## config.mk

```make
export PLATFORM = sky130hd
export DESIGN_NAME = uart_rx_cfg
export DESIGN_NICKNAME = d
export VERILOG_FILES = /design/src/rtl/uart_rx_cfg.sv
export SDC_FILE = /design/constraint.sdc
export NUM_CORES = 1
export LEC_CHECK = 0
export BUFFER_PORTS_ARGS = -buffer_cell sky130_fd_sc_hd__buf_2
export CORE_MARGIN = 1
export CORE_UTILIZATION = 58
export DETAILED_ROUTE_END_ITERATION = 7
export PLACE_DENSITY_LB_ADDON = 0.1
export SYNTH_ARGS = -nofsm -noshare
export SYNTH_HDL_FRONTEND = slang
export SYNTH_SLANG_ARGS = --single-unit
```

## constraint.sdc

```tcl
create_clock -name clk -period 2.57 [get_ports clk]
set_clock_uncertainty 0.1 [all_clocks]
set_input_delay 0.1285 -clock clk [delete_from_list [all_inputs] [get_ports clk]]
set_output_delay 0.1285 -clock clk [all_outputs]
set_load 0.1 [all_outputs]
```

## src/rtl/uart_rx_cfg.sv

```systemverilog
// Parametrised UART receiver: 2-flop synchroniser, glitch-filtered start bit,
// optional parity, 1 or 2 checked stop bits, one-cycle rx_valid per frame.
module uart_rx_cfg #(
  parameter int CLK_DIV    = 5208,
  parameter int DATA_BITS  = 8,
  parameter int PARITY_EN  = 0,
  parameter int PARITY_ODD = 0,
  parameter int STOP_BITS  = 1
) (
  input  logic                 clk,
  input  logic                 rst_n,
  input  logic                 rs232_rx,
  output logic [DATA_BITS-1:0] rx_data,
  output logic                 rx_valid,
  output logic                 parity_err,
  output logic                 frame_err,
  output logic                 rx_busy
);

  localparam int CW = $clog2(CLK_DIV);
  localparam int BW = 4;
  localparam logic [CW-1:0] CNT_MAX  = CW'(CLK_DIV - 1);
  localparam logic [CW-1:0] CNT_HALF = CW'(CLK_DIV / 2 - 1);
  localparam logic [BW-1:0] LAST_DATA = BW'(DATA_BITS - 1);
  localparam logic [BW-1:0] LAST_STOP = BW'(STOP_BITS - 1);
  localparam logic PAR_EN  = (PARITY_EN != 0);
  localparam logic PAR_ODD = (PARITY_ODD != 0);

  typedef enum logic [2:0] {
    S_IDLE,
    S_START,
    S_DATA,
    S_PARITY,
    S_STOP
  } state_t;

  state_t               state;
  state_t               state_nxt;
  logic [1:0]           sync;
  logic                 sync_dly;
  logic [CW-1:0]        cnt;
  logic [BW-1:0]        bit_cnt;
  logic [DATA_BITS-1:0] shreg;
  logic                 par_flag;
  logic                 frame_flag;

  logic rx_bit;
  logic start_edge;
  logic mid_start;
  logic bit_tick;
  logic done;

  // Line is asynchronous; sync[1] is the first safe copy, sync_dly finds the fall.
  always_ff @(posedge clk or negedge rst_n) begin
    if (!rst_n) begin
      sync     <= 2'b11;
      sync_dly <= 1'b1;
    end else begin
      sync     <= {sync[0], rs232_rx};
      sync_dly <= sync[1];
    end
  end

  always_comb begin
    rx_bit     = sync[1];
    start_edge = !sync[1] && sync_dly;
    mid_start  = (state == S_START) && (cnt == CNT_HALF);
    bit_tick   = (state inside {S_DATA, S_PARITY, S_STOP}) && (cnt == CNT_MAX);
    done       = (state == S_STOP) && bit_tick && (bit_cnt == LAST_STOP);
  end

  always_ff @(posedge clk or negedge rst_n) begin
    if (!rst_n) state <= S_IDLE;
    else        state <= state_nxt;
  end

  always_comb begin
    state_nxt = state;
    case (state)
      S_IDLE:   if (start_edge) state_nxt = S_START;
      S_START:  if (mid_start) state_nxt = rx_bit ? S_IDLE : S_DATA;
      S_DATA:   if (bit_tick && (bit_cnt == LAST_DATA)) state_nxt = PAR_EN ? S_PARITY : S_STOP;
      S_PARITY: if (bit_tick) state_nxt = S_STOP;
      // Leaving at mid stop bit leaves half a bit to catch the next start edge.
      S_STOP:   if (done) state_nxt = S_IDLE;
      default:  state_nxt = S_IDLE;
    endcase
  end

  always_ff @(posedge clk or negedge rst_n) begin
    if (!rst_n) begin
      cnt     <= '0;
      bit_cnt <= '0;
    end else begin
      if (state == S_IDLE || mid_start || bit_tick) cnt <= '0;
      else                                          cnt <= cnt + CW'(1);
      if (state_nxt != state) bit_cnt <= '0;
      else if (bit_tick)      bit_cnt <= bit_cnt + BW'(1);
    end
  end

  always_ff @(posedge clk or negedge rst_n) begin
    if (!rst_n) begin
      shreg      <= '0;
      par_flag   <= 1'b0;
      frame_flag <= 1'b0;
    end else begin
      if (state == S_IDLE && start_edge) begin
        par_flag   <= 1'b0;
        frame_flag <= 1'b0;
      end
      if (state == S_DATA && bit_tick) shreg <= {rx_bit, shreg[DATA_BITS-1:1]};
      if (state == S_PARITY && bit_tick) par_flag <= rx_bit ^ (^shreg) ^ PAR_ODD;
      if (state == S_STOP && bit_tick && !rx_bit) frame_flag <= 1'b1;
    end
  end

  // rx_valid is a bare pulse with no ready: the consumer must take rx_data and
  // both flags in that cycle; they are held until the next pulse.
  always_ff @(posedge clk or negedge rst_n) begin
    if (!rst_n) begin
      rx_data    <= '0;
      rx_valid   <= 1'b0;
      parity_err <= 1'b0;
      frame_err  <= 1'b0;
      rx_busy    <= 1'b0;
    end else begin
      rx_valid <= done;
      rx_busy  <= (state_nxt != S_IDLE);
      if (done) begin
        rx_data    <= shreg;
        parity_err <= PAR_EN & par_flag;
        frame_err  <= frame_flag | ~rx_bit;
      end
    end
  end

endmodule
```

### Word-level counts from Yosys, hierarchy flattened

Cells that the tools add are included.

| operators by class | value |
|---|---|
| $add $sub $neg | 2 |
| equality and inequality tests | 8 |
| multiplexer cells | 12 |
| bitwise gates (word level) | 2 |
| reduce and logical (&&, ||, !) cells | 18 |

Operators with widths:

| cell | number |
|---|---|
| $mux 3 | 5 |
| $pmux 3 s5 | 1 |
| $add 13x1->13 const B | 1 |
| $eq 13x12->1 const B | 1 |
| $eq 13x13->1 const B | 1 |
| $mux 13 | 1 |
| $logic_and 1x1->1 | 9 |
| $mux 4 | 2 |
| $eq 3x2->1 const B | 2 |
| $reduce_bool 3->1 | 2 |
| $add 4x1->4 const B | 1 |
| $eq 4x3->1 const B | 1 |
| $logic_not 4->1 | 1 |
| $reduce_bool 2->1 | 2 |
| $eq 3x1->1 const B | 1 |
| $eq 3x3->1 const B | 1 |
| $logic_not 3->1 | 1 |
| $ne 3x3->1 | 1 |
| $logic_or 1x1->1 | 2 |
| $mux 1 | 2 |
| $mux 2 | 1 |
| $logic_not 1->1 | 1 |
| $not 1->1 | 1 |
| $or 1x1->1 | 1 |

| word-level totals | value |
|---|---|
| register bits after elaboration | 43 |
| input port bits | 3 |
| word-level logic and storage cells | 53 |

### Longest topological paths before layout

Gate-level depths: netlist of run 1.

| depth | value |
|---|---|
| word-level depth | 9 |
| depth in mapped cells | 7 |

### Worst setup path before layout of run 1

OpenSTA, ideal clock, no wires.

| timing path | value |
|---|---|
| path type | register to register |
| start | register cnt[0] |
| end | register state[1] |
| library setup time | 78 ps |
| data arrival time | 2,071 ps |
| path slack | 321 ps |
| stages on the path, launching flop included | 6 |
| path buffers | 0 |
| clock period less this slack | 2,249 ps |
| path through | dfrtp_1 > ha_1 > or4b_1 > or4_4 > or4b_1 > a21oi_1 |

| between the ends | value |
|---|---|
| word-level cells in the longest chain between the ends | 6 |
| elaborated cells between the ends (all ways) | 12 |
| those cells by class | eq/ne (2); mux (5); reduce/logical (5) |

RTL lines:

| element | RTL line | source |
|---|---|---|
| from (decl) | 41 | `logic [CW-1:0] cnt;` |
| from (signal assigned) | 96 | `else cnt <= cnt + CW'(1);` |
| $eq 13x13->1 | 68 | `bit_tick = (state inside {S_DATA, S_PARITY, S_STOP}) && (cnt == CNT_MAX);` |
| $logic_and 1x1->1 | 68 |  |
| $logic_and 1x1->1 (2 in a row) | 69 | `done = (state == S_STOP) && bit_tick && (bit_cnt == LAST_STOP);` |
| $mux 3 | 85 | `S_STOP: if (done) state_nxt = S_IDLE;` |
| $pmux 3 s5 * | 79 | `case (state)` |
| net state_nxt[1] | 38 | `state_t state_nxt;` |
| to (signal assigned) | 74 | `else state <= state_nxt;` |
| to (decl) | 37 | `state_t state;` |

The timed path passes the listed nets; every way through them passes the cells marked *.
A chain may end at the register's enable or synchronous reset.

### Final worst setup path of run 1

Ends and elaborated chain as after synthesis.

==> results of run 1 <==
-- worst paths after layout --
| check | slack [ns] | endpoint | start | cells past startpoint |
|---|---|---|---|---|
| max | 0.22 | state[1]$_DFF_PN0_ | cnt[0]$_DFF_PN0_ | 5 |
| min | 0.27 | sync[1]$_DFF_PN1_ | sync[0]$_DFF_PN1_ | 0 |
| max reg2reg | 0.22 | state[1]$_DFF_PN0_ | cnt[0]$_DFF_PN0_ | 5 |
| min reg2reg | 0.27 | sync[1]$_DFF_PN1_ | sync[0]$_DFF_PN1_ | 0 |
| max in group asynchronous | 1.48 | shreg[4]$_DFFE_PN0P_ | rst_n | 2 |
| min in group asynchronous | 0.33 | bit_cnt[3]$_DFFE_PN0P_ | rst_n | 2 |
-- placed cells by master, fill, tap and decap left out, types with 2 or more instances in the layout --
cell type,synthesis,final
a21o_1,2,2
a21oi_1,7,7
a31oi_1,2,2
and3_1,2,2
buf_2,2,13
buf_4,1,2
clkbuf_4,0,5
dfrtp_1,40,40
dfstp_2,3,3
dlygate4sd3_1,0,2
ha_1,3,3
inv_1,8,8
mux2_2,15,15
nand2_1,9,9
nand3_1,6,6
nand4_1,6,6
nor2_1,27,27
nor3_1,2,2
o211ai_1,3,3
o21ai_0,3,3
or4b_1,2,2
xnor2_1,10,10
xor2_1,4,4
-- registers in the layout (all words and copies together), names as in the netlist --
signal and cells:
state 3, rx_data 8, frame_err 1, shreg 8
sync_dly 1, bit_cnt 4, cnt 13, rx_busy 1
frame_flag 1, rx_valid 1, sync 2
-- worst reg2reg max path: cells and delay by family (launching register included) --
| family | cells | cell delay (ns) |
|---|---|---|
| compound gates | 1 | 0.15 |
| fa+ha+maj | 1 | 0.25 |
| simple gates | 3 | 1.39 |
| flops | 1 | 0.41 |
-- cell families (layout without fill, tap and decap cells) --
family	after synthesis	count (layout)	share of synthesized area, %
adder cells (fa/ha/maj)	3	3	1.866
AO/OA/AOI/OAI	21	21	6.654
XOR/XNOR	14	14	6.094
other	1	1	0.1864
flip-flops	43	43	53.67
AND/OR/NAND/NOR	71	71	19.47
multiplexers	16	16	8.955
buffers and inverters	15	33	3.109
-- metrics by stage --
stage | util (%) | worst slack (ns) | cells | cell area (sq um)
after floorplan | - | 0.3211 | 184 | 2012
after global placement | 63.44 | 0.2774 | 238 | 2117
after global routing | 65.65 | 0.1100 | 248 | 2191
final | 65.65 | 0.2197 | 248 | 2191
after CTS | 65.65 | 0.2052 | 248 | 2191
after detailed placement | 63.44 | 0.2283 | 238 | 2117
-- report_power, final --
group	leakage [nW]	total [W]	switching, W	internal (W)
sequential	0.576	0.000778	0.0000550	0.000723
combinational	0.421	0.000181	0.000111	0.0000699
clock	0.0282	0.000316	0.000210	0.000106
-- what timing repair did --
action | CTS | global route
setup endpoints to repair | 0 | 0
hold buffers | 2 | 0
gates resized for setup | 0 | 0
endpoints found under the hold margin | 41 | 0
-- per-layer routing --
layer / share of wire [%] / GRT usage (%) / routed length, microns
met5: 0 / 0 / 0
met4: 0.93 / 5.844 / 31
met3: 3.1 / 6.397 / 104
met2: 49 / 33.28 / 1619
met1: 47 / 27.41 / 1566
-- cell type report --
type | count | area (sq um) | area share (%)
Clock buffer | 6 | 41.29 | 1.885
Clock inverter | 2 | 12.51 | 0.5711
Inverter | 8 | 30.03 | 1.371
Multi-Input combinational cell | 126 | 869.6 | 39.69
Sequential cell | 43 | 1080 | 49.29
Tap cell | 46 | 57.56 | 2.627
Timing Repair Buffer | 17 | 100.1 | 4.569
==> run_results.csv, run 1 <==
group,metric,value,unit
global_route,grt_pass1_wl,5.561,mm
finish,nNetsFinal,207,
die,chipWidth,60.90,microns
global_route,overflow,0,
die,die-area,3708,sq um
finish,drive_above_1_share,21.78,%
sta,setup_viol,0,
detailed_routing,viasPerCell,5.532,
synthesis,yosys.area.top_type_share,49.75,%
die,die_h,60.90,microns
detailed_routing,dr.pass1.iters,4,
clock_tree,cts_buffers,5,
sta,fin_setup_tns,0,ns
detailed_routing,num_vias,1372,
synthesis,ys_warn_count,0,
setup_path,path_cells,"ha_1 -> or4b_1 -> or4_4 -> or4b_1 -> a21oi_1",
sta,max_freq,0.4255,GHz
finish,num-fill-cells,280,
synthesis,ys_types,45,
clock_tree,clk_pin_slew_worst_paths,0.13,ns
sta,rsz0062_at_grt,"false",
sta,min_period,2.350,ns
synthesis,ys_ff_latch,43,
setup_path,critPathMaxStageDelay,0.47,ns
setup_path,path_common_cell,"or4b_1",
clock_tree,clk_latency,0.35,ns
global_route,gr-usage-all-layers,20.77,%
die,fp.coreArea,3337,sq um
setup_path,worstPathArrival,2.54,ns
synthesis,synth.area.top_cells,"dfrtp_1 50%, mux2_2 8.4%, nor2_1 5.0%",
finish,syn_to_final_growth,8.893,%
detailed_routing,drc,0,
global_route,antenna_found_initial,0,
setup_path,critPathKind,"flop to flop",
setup_path,cp-start-kind,"flop",
synthesis,ys.flop_type,"dfrtp_1",
global_route,grt_max_degree,44,
global_route,grt_pass1_vias,1247,
outcome,outcome,"completed",
pwr,peakVddDrop,0.4914,mV
synthesis,synth_fp_nets,190,
sta,worst_slew_pin_slew,0.8942,ns
detailed_routing,drt_iter0_drc,47,
clock_tree,root_buffer,"clkbuf_4",
pwr,p_leak,1.025,nW
synthesis,syn_avg_cell_area,10.93,sq um
synthesis,synth_area,2012,sq um
place,hpwl,2.375,mm
setup_path,critPathSlowestCell,"or4b_1",
synthesis,seq_area_frac_synth,53.67,%
clock_tree,ctsLongestPathBuffers,2,
synthesis,synthCells,184,
setup_path,cpLargestDelayFamily,"simple AND/OR/NAND/NOR gates",
run,drv_cap,0,
die,num_rows,21,
die,io_pins,15,
synthesis,synth_common_cells,"40 x dfrtp_1, 27 x nor2_1, 15 x mux2_2",
setup_path,cp.buffers_inverters,0,
place,io_buffers,13,
synthesis,synth-edff-count,0,
setup_path,setup.worst_path.end_class,"flop",
sta,max_slew_margin,40.39,%
worst_hold_path,hold_path.class,"flop to flop",
sta,slew_violations,0,
die,initial_core_util,60.29,%
clock_tree,cts_sinks,43,
setup_path,cp_max_fo,5,
detailed_routing,drt_wl_total,3.321,mm
synthesis,synth.most_common_cell,"dfrtp_1",
sta,whs,0.2650,ns
finish,antenna_cells,0,
clock_tree,cts_tree,"yes",
pwr,total_power,0.001274,W
place,gp_congestion,0.8498,
sta,hold_viol_final,0,
synthesis,yosysTopAreaCell,"dfrtp_1",
clock_tree,cts_setup_buffers,0,
clock_tree,cts.htree.levels,2,
setup_path,cp_data_required_time,2.76,ns
sta,period_share,91.45,%
synthesis,async_reset_ff_share,100.0,%
pwr,power.density,581.7,nW/um^2
detailed_routing,wire_per_inst,13.39,microns
detailed_routing,antenna_left,0,
No activity file was read; power rests on OpenSTA's default activity.
==> inputs of run 2 (changes only) <==
--- a/config.mk
+++ b/config.mk
@@ -5,10 +5,10 @@
 export SDC_FILE = /design/constraint.sdc
 export NUM_CORES = 1
 export LEC_CHECK = 0
-export BUFFER_PORTS_ARGS = -buffer_cell sky130_fd_sc_hd__buf_2
 export CORE_MARGIN = 1
 export CORE_UTILIZATION = 58
 export DETAILED_ROUTE_END_ITERATION = 7
+export DONT_BUFFER_PORTS = 1
 export PLACE_DENSITY_LB_ADDON = 0.1
 export SYNTH_ARGS = -nofsm -noshare
 export SYNTH_HDL_FRONTEND = slang
==> run 2 against run 1 <==
Net effect:
- design area down 0.46%
- cell count down 4.4%
- combinational power down 11%
- wire length up 2.8%
- worst setup slack worse by 0.088 ns
- non-clock buffer count down 11
- core utilization down 0.30 points
- largest power group unchanged
- highest routed layer unchanged
- critical path type unchanged
- clock power up 34%
- hold slack worse by 0.16 ns
- power up 8.0%
- sequential share of layout area up 0.23 points
- critical endpoint unchanged
- die area unchanged
==> run_results.csv, run 2 (same netlist as run 1, synthesis figures left out) <==
group,metric,value,unit
outcome,outcome,"completed",
die,io_pins,15,
finish,mostFrequentLayoutCell,"dfrtp_1",
pwr,p_leak,0.9903,nW
worst_hold_path,hold_path.class,"primary input to asynchronous set/reset pin",
detailed_routing,wire_per_inst,14.41,microns
pwr,peakVddDrop,0.4064,mV
clock_tree,cts.htree.levels,2,
sta,min_period,2.438,ns
global_route,grt_use_met3,5.757,%
die,die_h,60.90,microns
setup_path,cp_max_fo,5,
sta,slew_violations,0,
sta,fin_setup_tns,0,ns
setup_path,worstPathArrival,2.60,ns
global_route,overflow,0,
clock_tree,clk_latency,0.35,ns
setup_path,setup.worst_path.end_class,"flop",
global_route,gr-usage-all-layers,20.77,%
setup_path,cp-endpoint,"state[1]$_DFF_PN0_",
setup_path,crit_start,"cnt[0]$_DFF_PN0_",
place,io_buffers,0,
die,fp.coreArea,3337,sq um
detailed_routing,viasPerCell,5.624,
sta,worst_slew_pin_slew,0.9051,ns
setup_path,reg2reg_slack,0.13,ns
setup_path,cp-start-kind,"flop",
global_route,grtUsageMet1,27.13,%
die,num_rows,21,
global_route,antenna_found_initial,0,
die,chipWidth,60.90,microns
global_route,grt_pass1_vias,1245,
place,hpwl,2.389,mm
global_route,grt_pass1_wl,5.526,mm
detailed_routing,drt_iter0_drc,122,
sta,rsz0062_at_grt,"false",
finish,nNetsFinal,196,
detailed_routing,drc,0,
die,die-area,3708,sq um
clock_tree,ctsLongestPathBuffers,2,
setup_path,reg2reg_depth,5,
clock_tree,cts_buffers,5,
clock_tree,cts_setup_buffers,0,
detailed_routing,dr.pass1.iters,6,
place,gp_congestion,0.8489,
detailed_routing,drt_wl_total,3.415,mm
setup_path,rr_startpoint,"cnt[0]$_DFF_PN0_",
sta,setup_viol,0,
global_route,gr-usage-met2,33.12,%
detailed_routing,num_vias,1333,
pwr,power.density,631.0,nW/um^2
die,initial_core_util,60.29,%
finish,antenna_cells,0,
global_route,grt_busiest_layer,"met2",
finish,drive_above_1_share,17.80,%
global_route,grt_max_degree,44,
setup_path,critPathKind,"flop to flop",
finish,top_regs,"cnt (13), rx_data (8), shreg (8)",
clock_tree,cts_tree,"yes",
clock_tree,clk_pin_slew_worst_paths,0.13,ns
finish,regMostFlops,"cnt",
finish,fin_area,2181,sq um
finish,num-fill-cells,280,
detailed_routing,antenna_left,0,
clock_tree,post_cts_resized,0,
sta,period_share,94.86,%
setup_path,cp_data_required_time,2.74,ns
clock_tree,cts.hold.buffers_added,3,
finish,mostFrequentLayoutCells,"40 x dfrtp_1, 27 x nor2_1, 15 x mux2_2",
finish,syn_to_final_growth,8.395,%
sta,max_freq,0.4102,GHz
place,placed_area,2059,sq um
run,drv_cap,0,
clock_tree,root_buffer,"clkbuf_4",
sta,max_slew_margin,39.66,%
sta,hold_viol_final,0,
finish,largest_reg_flops,13,
setup_path,r2r_end,"state[1]$_DFF_PN0_",
clock_tree,cts_sinks,43,
==> run 2: changes by cell type in the layout (fill, tap and decap cells not counted) <==
cell,delta
buf_12,+1
bufinv_16,+1
buf_4,+1
clkinvlp_4,-1
buf_2,-13
clkinv_4,+1
clkbuf_1,-1
==> run 2: worst min path at each step <==
stage / end / slack (ns) / depth (start not counted)
after global routing: bit_cnt[3]$_DFFE_PN0P_ / 0.12 / 2
after CTS: bit_cnt[2]$_DFFE_PN0P_ / 0.11 / 2
final: rx_valid$_DFF_PN0_ / 0.11 / 2
after global placement: bit_cnt[2]$_DFFE_PN0P_ / -0.27 / 0
after floorplan: bit_cnt[0]$_DFFE_PN0P_ / -0.27 / 0
after detailed placement: bit_cnt[2]$_DFFE_PN0P_ / -0.27 / 0
==> run 2: worst max-delay path: stages, from the launching register on <==
cell	delay [ns]
dfrtp_1	0.41
ha_1	0.26
or4b_1	0.48
or4_4	0.45
or4b_1	0.48
a21oi_1	0.18
==> run 2: layer usage <==
metal | vias to the layer above | wire length [microns]
li1 | 649 | -
met1 | 651 | 1575
met2 | 25 | 1682
met3 | 8 | 98
met4 | 0 | 59
met5 | - | 0
==> run 2: layout make-up <==
type                            instances  area (sq um)  area share, %
Sequential cell                        43          1080          49.51
Multi-Input combinational cell        126         869.6          39.87
Timing Repair Buffer                    6         62.56          2.869
Tap cell                               46         57.56          2.639
Clock inverter                          3         43.79          2.008
Clock buffer                            5         37.54          1.721
Inverter                                8         30.03          1.377
==> run 2: report_power, final <==
group	leakage, nW	switching, W	internal (W)
sequential	0.576	0.0000700	0.000722
combinational	0.370	0.0000915	0.0000699
clock	0.0452	0.000218	0.000205
==> run 2: through the flow <==
stage / power [W] / util (%) / hold WS (ns) / worst slack, ns / std cells
finish: 0.001376 / 65.35 / 0.1082 / 0.1321 / 237
CTS: 0.001393 / 65.35 / 0.1120 / 0.1544 / 237
detailed placement: 0.0009488 / 61.72 / -0.2662 / 0.1904 / 226
global route: 0.001456 / 65.35 / 0.1208 / 0.06355 / 237
floorplan: 0.0009159 / - / -0.2671 / 0.3211 / 184
global placement: 0.0009397 / 61.72 / -0.2663 / 0.2850 / 226
==> inputs of run 3 (changes only) <==
--- a/config.mk
+++ b/config.mk
@@ -5,7 +5,7 @@
 export SDC_FILE = /design/constraint.sdc
 export NUM_CORES = 1
 export LEC_CHECK = 0
-export CORE_MARGIN = 1
+export CORE_MARGIN = 8
 export CORE_UTILIZATION = 58
 export DETAILED_ROUTE_END_ITERATION = 7
 export DONT_BUFFER_PORTS = 1
==> constraint.sdc (replaced) <==
create_clock -name clk -period 2.57 [get_ports clk]
set_clock_uncertainty 0.1 [all_clocks]
set_input_delay 0.1285 -clock clk [delete_from_list [all_inputs] [get_ports clk]]
set_output_delay 0.1285 -clock clk [all_outputs]
set_load 0.02 [all_outputs]
==> run 3 against run 2 <==
Net effect:
- via count down 0.30%
- non-clock buffer count down 1
- wire length about the same
- register-to-register slack better by 0.07 ns
- clock power up 23%
- hold slack better by 0.0015 ns
- first-iteration DRC count down 21%
- sequential share of layout area down 0.28 points
- clock-buffer cell count up 1
- power up 6.2%
- core utilization up 0.38 points
- critical endpoint unchanged
- cell count down 0.42%
==> run_results.csv, run 3 (same netlist as run 1, synthesis figures left out) <==
group,metric,value,unit
finish,syn_to_final_growth,9.017,%
global_route,overflow,0,
die,die_h,74.90,microns
pwr,p_switching,0.0003648,W
setup_path,reg2reg_depth,5,
pwr,peakVddDrop,0.4482,mV
setup_path,cp.buffers_inverters,0,
setup_path,path_cells,"ha_1 -> or4b_1 -> or4_4 -> or4b_1 -> a21oi_1",
pwr,p_sw_share,24.97,%
finish,drive_above_1_share,16.84,%
pwr,power_frac_clock,35.7,%
sta,max_freq,0.4224,GHz
clock_tree,clk_latency,0.36,ns
clock_tree,root_buffer,"clkbuf_4",
finish,num-fill-cells,273,
setup_path,reg2reg_slack,0.20,ns
setup_path,cp_data_required_time,2.76,ns
setup_path,rr_startpoint,"cnt[0]$_DFF_PN0_",
detailed_routing,drt_iter0_drc,96,
sta,fin_setup_tns,0,ns
finish,antenna_cells,0,
die,io_pins,15,
clock_tree,ctsLongestPathBuffers,2,
global_route,grt_pass1_vias,1383,
finish,top_regs,"cnt (13), rx_data (8), shreg (8)",
die,die-area,5609,sq um
pwr,p_seq_share,53.5,%
setup_path,worstPathArrival,2.56,ns
pwr,p_leak,0.9922,nW
clock_tree,clk_pin_slew_worst_paths,0.13,ns
detailed_routing,dr.pass1.iters,4,
sta,hold_viol_final,0,
place,gp_congestion,0.8708,
place,io_buffers,0,
setup_path,cp-start-kind,"flop",
detailed_routing,viasPerCell,5.631,
setup_path,critPathMaxStageDelay,0.48,ns
clock_tree,cts_buffers,5,
sta,setup_viol,0,
setup_path,path_common_cell,"or4b_1",
clock_tree,cts_sinks,43,
worst_hold_path,hold_path.class,"primary input to asynchronous set/reset pin",
setup_path,critPathSlowestCell,"or4b_1",
pwr,internal_power,0.001096,W
setup_path,cpLargestDelayFamily,"simple AND/OR/NAND/NOR gates",
clock_tree,post_cts_resized,0,
global_route,grt_max_degree,44,
die,initial_core_util,60.29,%
detailed_routing,wire_per_inst,14.48,microns
detailed_routing,drt_wl_total,3.417,mm
clock_tree,cts.htree.levels,2,
die,num_rows,21,
setup_path,critPathKind,"flop to flop",
run,drv_cap,0,
finish,postLayoutCoreUtil,65.73,%
sta,min_period,2.367,ns
sta,slew_violations,0,
finish,largest_reg_flops,13,
finish,regMostFlops,"cnt",
global_route,antenna_found_initial,0,
clock_tree,cts_tree,"yes",
sta,rsz0062_at_grt,"false",
finish,mostFrequentLayoutCell,"dfrtp_1",
setup_path,r2r_end,"state[1]$_DFF_PN0_",
detailed_routing,drc,0,
global_route,grt_pass1_wl,6.272,mm
detailed_routing,num_vias,1329,
detailed_routing,antenna_left,0,
finish,nNetsFinal,195,
setup_path,path_depth,5,
global_route,gr-usage-all-layers,14.53,%
die,fp.coreArea,3337,sq um
pwr,combPwrFrac,10.9,%
die,chipWidth,74.90,microns
setup_path,setup.worst_path.end_class,"flop",
sta,period_share,92.11,%
setup_path,cp_max_fo,5,
place,hpwl,2.414,mm
pwr,power.density,666.1,nW/um^2
outcome,outcome,"completed",
finish,mostFrequentLayoutCells,"40 x dfrtp_1, 27 x nor2_1, 15 x mux2_2",
==> run 3: cell types whose count changed in the layout (fill, tap and decap cells not counted), sizes merged <==
cell    previous run  this run
buf                4         3
bufinv             1         2
clkbuf             5         6
clkinv             2         0
==> run 3: cell type report <==
| class | count | area (sq um) | share of cell area [%] |
|---|---|---|---|
| flip-flops and latches | 43 | 1080 | 49.23 |
| multi-input cells | 126 | 869.6 | 39.65 |
| clock inverters | 2 | 60.06 | 2.738 |
| well taps | 46 | 57.56 | 2.624 |
| repair buffers | 5 | 55.05 | 2.510 |
| clock buffers | 6 | 41.29 | 1.882 |
| inverters | 8 | 30.03 | 1.369 |
==> run 3: routing by layer <==
metal	vias up	global-route usage, %	routed length (microns)
met5	-	0	0
met4	0	5.870	51
met3	5	4.527	175
met2	24	22.84	1623
met1	650	18.05	1567
li1	650	-	-
==> run 3: worst max-delay path by stage <==
stage / startpoint / endpoint / slack [ns]
3_3_place_gp: cnt[0]$_DFF_PN0_ / state[1]$_DFF_PN0_ / 0.29
5_1_grt: cnt[0]$_DFF_PN0_ / state[1]$_DFF_PN0_ / 0.06
3_5_place_dp: cnt[0]$_DFF_PN0_ / state[1]$_DFF_PN0_ / 0.24
4_1_cts: cnt[0]$_DFF_PN0_ / state[1]$_DFF_PN0_ / 0.21
6_report: cnt[0]$_DFF_PN0_ / state[1]$_DFF_PN0_ / 0.20
2_1_floorplan: cnt[0]$_DFF_PN0_ / state[1]$_DFF_PN0_ / 0.32
==> run 3: repair_timing <==
item | in CTS | in global routing
hold endpoints to repair | 44 | 0
hold buffers | 3 | 0
setup buffers | 0 | 0
==> run 3: stage by stage <==
stage	hold WS (ns)	total power, W	instance area (sq um)	setup slack, ns	std cells
2_1_floorplan	-0.2671	0.0008988	2012	0.3211	184
3_3_place_gp	-0.2659	0.0009223	2052	0.2859	225
3_5_place_dp	-0.2658	0.0009325	2052	0.2418	225
4_1_cts	0.1208	0.001470	2193	0.2149	236
5_1_grt	0.1113	0.001536	2193	0.05784	236
6_report	0.1097	0.001461	2193	0.2028	236
==> run 3: power groups by stage <==
stage / Clock [W] / Sequential, W / Combinational, W
2_1_floorplan: 0 / 0.000777 / 0.000122
6_report: 0.000521 / 0.000781 / 0.000159
3_3_place_gp: 0 / 0.000790 / 0.000133
5_1_grt: 0.000560 / 0.000788 / 0.000188
3_5_place_dp: 0 / 0.000793 / 0.000139
4_1_cts: 0.000530 / 0.000780 / 0.000160
==> run 3: worst register-to-register path: cells and delay by family (launching register included) <==
family	cells	cell delay, ns
and+or+nand+nor	3	1.40
DFF	1	0.40
adders and majority gates	1	0.25
AOI/OAI and AO/OA	1	0.16
